<file path="config.mk">
export PLATFORM = sky130hd
export DESIGN_NAME = uart_transmitter
export DESIGN_NICKNAME = d
export VERILOG_FILES = /design/src/rtl/uart_transmitter.sv
export SDC_FILE = /design/constraint.sdc
export NUM_CORES = 1
export LEC_CHECK = 0
export ABC_AREA = 1
export ABC_CLOCK_PERIOD_IN_PS = 1300
export BUFFER_PORTS_ARGS = -buffer_cell sky130_fd_sc_hd__buf_2
export CORE_ASPECT_RATIO = 1.5
export CORE_UTILIZATION = 50
export CTS_CLUSTER_DIAMETER = 80
export DETAILED_ROUTE_END_ITERATION = 7
export PLACE_DENSITY = 0.73
export RECOVER_POWER = 100
export SLEW_MARGIN = 15
export SYNTH_ARGS = -nofsm -noshare
export SYNTH_HDL_FRONTEND = slang
export SYNTH_SLANG_ARGS = --single-unit
</file>
<file path="constraint.sdc">
create_clock -name i_clock -period 1.3 [get_ports i_clock]
set_input_delay 0.26 -clock i_clock [delete_from_list [all_inputs] [get_ports i_clock]]
set_output_delay 0.26 -clock i_clock [all_outputs]
set_load 0.05 [all_outputs]
</file>
<file path="src/rtl/uart_transmitter.sv">
`default_nettype none
// ============================================================================
//  Module      : uart_transmitter
//  Description : 8N1-style UART serializer. Sends a start bit, DATA_BITS data
//                bits (LSB first) and one stop bit, pacing every bit with
//                TICKS_PER_BIT pulses of the shared oversampled baud tick.
//                Single-cycle start strobe in, registered busy/done status out.
//  Revision    : 1.0 - initial release
// ============================================================================
module uart_transmitter #(
  parameter int DATA_BITS     = 8,
  parameter int TICKS_PER_BIT = 16
) (
  input  logic                 i_clock,
  input  logic                 i_reset,
  input  logic                 i_tick,
  input  logic                 i_tx_start,
  input  logic [DATA_BITS-1:0] i_data_byte,
  output logic                 o_tx,
  output logic                 o_busy,
  output logic                 o_tx_done
);

  // Counter widths; a floor of one bit keeps degenerate parameter values legal.
  localparam int c_CNT_W = (TICKS_PER_BIT > 1) ? $clog2(TICKS_PER_BIT) : 1;
  localparam int c_IDX_W = (DATA_BITS > 1) ? $clog2(DATA_BITS) : 1;

  localparam logic [c_CNT_W-1:0] c_TICK_LAST = c_CNT_W'(TICKS_PER_BIT - 1);
  localparam logic [c_IDX_W-1:0] c_IDX_LAST  = c_IDX_W'(DATA_BITS - 1);
  localparam logic [c_CNT_W-1:0] c_CNT_ONE   = c_CNT_W'(1);
  localparam logic [c_IDX_W-1:0] c_IDX_ONE   = c_IDX_W'(1);

  // One-hot frame states.
  localparam logic [3:0] c_IDLE  = 4'b0001;
  localparam logic [3:0] c_START = 4'b0010;
  localparam logic [3:0] c_DATA  = 4'b0100;
  localparam logic [3:0] c_STOP  = 4'b1000;

  logic [3:0]           r_state;
  logic [c_CNT_W-1:0]   r_tick_cnt;
  logic [c_IDX_W-1:0]   r_bit_idx;
  logic [DATA_BITS-1:0] r_shift;
  logic                 r_tx;
  logic                 r_busy;
  logic                 r_tx_done;

  logic                 w_period_end;
  logic                 w_last_bit;
  logic [DATA_BITS-1:0] w_shift_next;

  // A bit period ends on the tick that sees the counter at its last value.
  assign w_period_end = i_tick && (r_tick_cnt == c_TICK_LAST);
  assign w_last_bit   = (r_bit_idx == c_IDX_LAST);
  // Next data bit to drive is bit 0 of the already-shifted register.
  assign w_shift_next = r_shift >> 1;

  // Frame sequencing plus registered line level and status flags.
  always_ff @(posedge i_clock) begin
    if (i_reset) begin
      r_state   <= c_IDLE;
      r_tx      <= 1'b1;
      r_busy    <= 1'b0;
      r_tx_done <= 1'b0;
    end else begin
      r_tx_done <= 1'b0;
      case (r_state)
        c_IDLE: begin
          r_tx   <= 1'b1;
          r_busy <= 1'b0;
          if (i_tx_start) begin
            r_state <= c_START;
            r_tx    <= 1'b0;
            r_busy  <= 1'b1;
          end
        end
        c_START: begin
          if (w_period_end) begin
            r_state <= c_DATA;
            r_tx    <= r_shift[0];
          end
        end
        c_DATA: begin
          if (w_period_end) begin
            if (w_last_bit) begin
              r_state <= c_STOP;
              r_tx    <= 1'b1;
            end else begin
              r_tx <= w_shift_next[0];
            end
          end
        end
        c_STOP: begin
          if (w_period_end) begin
            r_state   <= c_IDLE;
            r_tx      <= 1'b1;
            r_busy    <= 1'b0;
            r_tx_done <= 1'b1;
          end
        end
        default: begin
          // Unreachable encodings recover to a quiet idle line.
          r_state <= c_IDLE;
          r_tx    <= 1'b1;
          r_busy  <= 1'b0;
        end
      endcase
    end
  end

  // Tick counter: held at zero while idle, so a tick coinciding with the
  // accept cycle is never credited to the start bit.
  always_ff @(posedge i_clock) begin
    if (i_reset) begin
      r_tick_cnt <= '0;
    end else if (r_state == c_IDLE) begin
      r_tick_cnt <= '0;
    end else if (i_tick) begin
      if (r_tick_cnt == c_TICK_LAST) begin
        r_tick_cnt <= '0;
      end else begin
        r_tick_cnt <= r_tick_cnt + c_CNT_ONE;
      end
    end
  end

  // Payload capture on accept, then shift-out and bit indexing during DATA.
  always_ff @(posedge i_clock) begin
    if (i_reset) begin
      r_shift   <= '0;
      r_bit_idx <= '0;
    end else begin
      if ((r_state == c_IDLE) && i_tx_start) begin
        r_shift   <= i_data_byte;
        r_bit_idx <= '0;
      end else if ((r_state == c_DATA) && w_period_end) begin
        r_shift <= w_shift_next;
        if (w_last_bit) begin
          r_bit_idx <= '0;
        end else begin
          r_bit_idx <= r_bit_idx + c_IDX_ONE;
        end
      end
    end
  end

  assign o_tx      = r_tx;
  assign o_busy    = r_busy;
  assign o_tx_done = r_tx_done;

endmodule
`default_nettype wire
</file>
==> flow_summary.ini <==
[setup_path]
cp_top_family = simple AND/OR/NAND/NOR gates
crit_chain = inv_1, nor2_1, nand2_1, nand3_1, nand2_2, a21oi_1, nor2_1
cpMaxStageDelayCell = dfxtp_2
crit_type = register to register
critPathBufInv = 1
critPathRequiredTime_ps = 1510
arrival_ps = 1560
slowest_delay_ps = 390
r2r_setup_slack_ps = -60
crit_path_frequent_cell = nor2_1
r2r.worst_path.cells = 7
critPathCaptureType = register
crit_cells = 7
worstPathMaxFanout = 5
cp-start-kind = register

[place]
place_inst = 207
place_area_um2 = 1369
dp_hpwl_um = 1855
gp_congestion = 0.7659
port_buffers = 14

[synth]
synthCells = 157
synth_seq_cells = 22
syn_nets = 172
syn_avg_cell_area_um2 = 7.475
syn_area_um2 = 1174
ys_seq_area_share_pct = 37.53
ys.warnings.count = 0
ys_types = 27

[sta]
fin_crit_ps = 1356
setup_slack_ps = -55.54
slew_violations = 0
slew_headroom_pct = 82.43
period_share_pct = 104.3
tightest_slew_ps = 262.0
fin_setup_tns_ps = -55.54
timing.hold.ws_ps = 203.9
timing.final.hold_violations = 0
finClkSkew_ps = 1.318
rsz0062_at_grt = true
setup_violations = 1
fmax_mhz = 737.7

[layout]
drive_gt1_share_pct = 40.63
seq_area_um2 = 457.9
diodes = 0
stdcell_count = 215
final_common_cell = nand2_1
fill_cells = 195
final_cell_mix = 46 x nand2_1, 18 x buf_4, 14 x nand3_1, 14 x buf_2, 14 x dfxtp_1
final_area_um2 = 1514
nets = 208
multi_input_area_um2 = 709.4
area_growth_pct = 29.00

[floorplan]
die-area_um2 = 2549
start_util_pct = 52.55
ios = 15
core_um2 = 2233
die_w_um = 41.56
num_rows = 21
die_y_um = 61.34

[detailed_routing]
routed_wirelength_um = 2542
drtAntennaViolNets = 0
avgViaCountPerCell = 5.144
drt_pass1_iterations = 4
drtIter0Drc = 34
wl_per_cell_um = 11.82
num_vias = 1106
drc = 0

[global_routing]
grt_overflow = 0
grt_max_degree = 13
grtUsageTotal_pct = 20.76
grt_pass1_wl_um = 4181
grt_pass1_vias = 1047
antenna_found_initial = 0

[min_path]
worst_hold_path_type = input port to register
worstHoldPathCells = 3

[power_and_ir_drop]
powerDensity_nw_per_um2 = 1815
p_switching_uw = 1161
ir_drop_mv = 1.143
p_int_uw = 1586
combinationalPowerShare_pct = 50.9
sw_frac_of_total_pct = 42.27
leakage_uw = 0.0007379
pwr-share-seq_pct = 35.3
clock_power_share_pct = 13.7

[outcome]
violations = negative setup slack
status = finished, violations left

[clock_network]
cts_root_buffer = clkbuf_4
cts_inserted_buffers = 3
clk_pin_slew_ps = 120
clk_path_buf_depth = 2
htreeDepth = 1
cts_tree = built
clock_sinks = 22
insertion_delay_ps = 300
holdBufCountCts = 0

[job]
drv_cap = 0
-- repair_timing --
action,in CTS,in global routing
setup endpoints to repair,10,13
pin swaps,3,8
setup buffers,0,4
gates resized for setup,10,16
-- final cells by class --
class / count / area share [%]
well taps: 23 / 1.901
inverters: 16 / 4.298
multi-input cells: 117 / 46.86
flip-flops and latches: 22 / 30.25
clock buffers: 4 / 2.397
repair buffers: 33 / 14.30
-- logic make-up (layout without fill, tap and decap cells) --
family	Yosys count	in the layout	synth area share [%]
flops	22	22	37.53
fa+ha+maj	3	3	3.199
simple gates	95	95	41.47
mux	1	1	0.8529
compound gates	17	17	9.276
xor+xnor	1	1	0.7464
buf+inv	18	53	6.928
-- metrics by stage --
stage                     setup WS (ps)  util [%]  power, µW
after CTS                        0.5633     64.09       2622
after global routing             -122.3     67.79       2944
final                            -55.54     67.79       2747
after detailed placement         -16.49     61.29       2213
after floorplan                   24.71         -       1869
after global placement            17.44     61.29       2164
-- worst paths after layout --
kind,start,end
hold reg to reg,r_shift[4],r_shift[4]
setup reg to reg,r_state[1],r_state[2]
hold / removal,i_data_byte[7],r_shift[7]
setup / recovery,r_state[1],r_state[2]
-- per-layer routing --
| layer | vias to the layer above | routed length [µm] | GRT usage (%) |
|---|---|---|---|
| met1 | 508 | 1015 | 22.78 |
| met2 | 19 | 1444 | 41.07 |
| met5 | - | 0 | 0 |
| li1 | 573 | - | - |
| met4 | 0 | 34 | 7.834 |
| met3 | 6 | 47 | 2.053 |
-- power groups by stage --
stage / combinational, µW / sequential [µW] / clock (µW)
4_1_cts: 1300 / 937 / 387
3_5_place_dp: 1280 / 931 / 0
3_3_place_gp: 1240 / 923 / 0
6_report: 1400 / 971 / 377
5_1_grt: 1540 / 992 / 411
2_1_floorplan: 870 / 999 / 0
-- state kept, by name (all words and copies together) (netlist names) --
signal	flops
o_busy	1
o_tx	1
o_tx_done	1
r_bit_idx	3
r_shift	8
r_state	4
r_tick_cnt	4
-- worst reg2reg max path: cells and delay by family, from the launching register on --
kind	cells	cell delay, ps
DFF	1	390
buffers and inverters	1	60
and+or+nand+nor	5	610
AOI/OAI and AO/OA	1	190
-- synthesized netlist by cell type --
master	number	area share, %
nand3_4	1	1.5
nand3_1	15	6.4
inv_1	12	3.8
ha_1	3	3.2
a21oi_2	5	3.7
inv_2	1	0.32
o21bai_1	1	0.64
nand4_4	1	1.8
dfxtp_1	22	38
clkinv_1	1	0.32
nor2_8	1	1.7
xor2_1	1	0.75
nor3_1	4	1.7
nand2_2	6	3.2
nand4_1	1	0.53
nand2_4	1	0.96
nor2_2	4	2.1
inv_4	2	1.1
nor2_1	12	3.8
a21boi_1	1	0.64
mux2i_1	1	0.85
nand2_1	47	15
nand2_8	1	1.7
a21oi_1	10	4.3
buf_2	1	0.43
nor2_4	1	0.96
buf_6	1	0.96
Power figures use the tool's default switching activity.
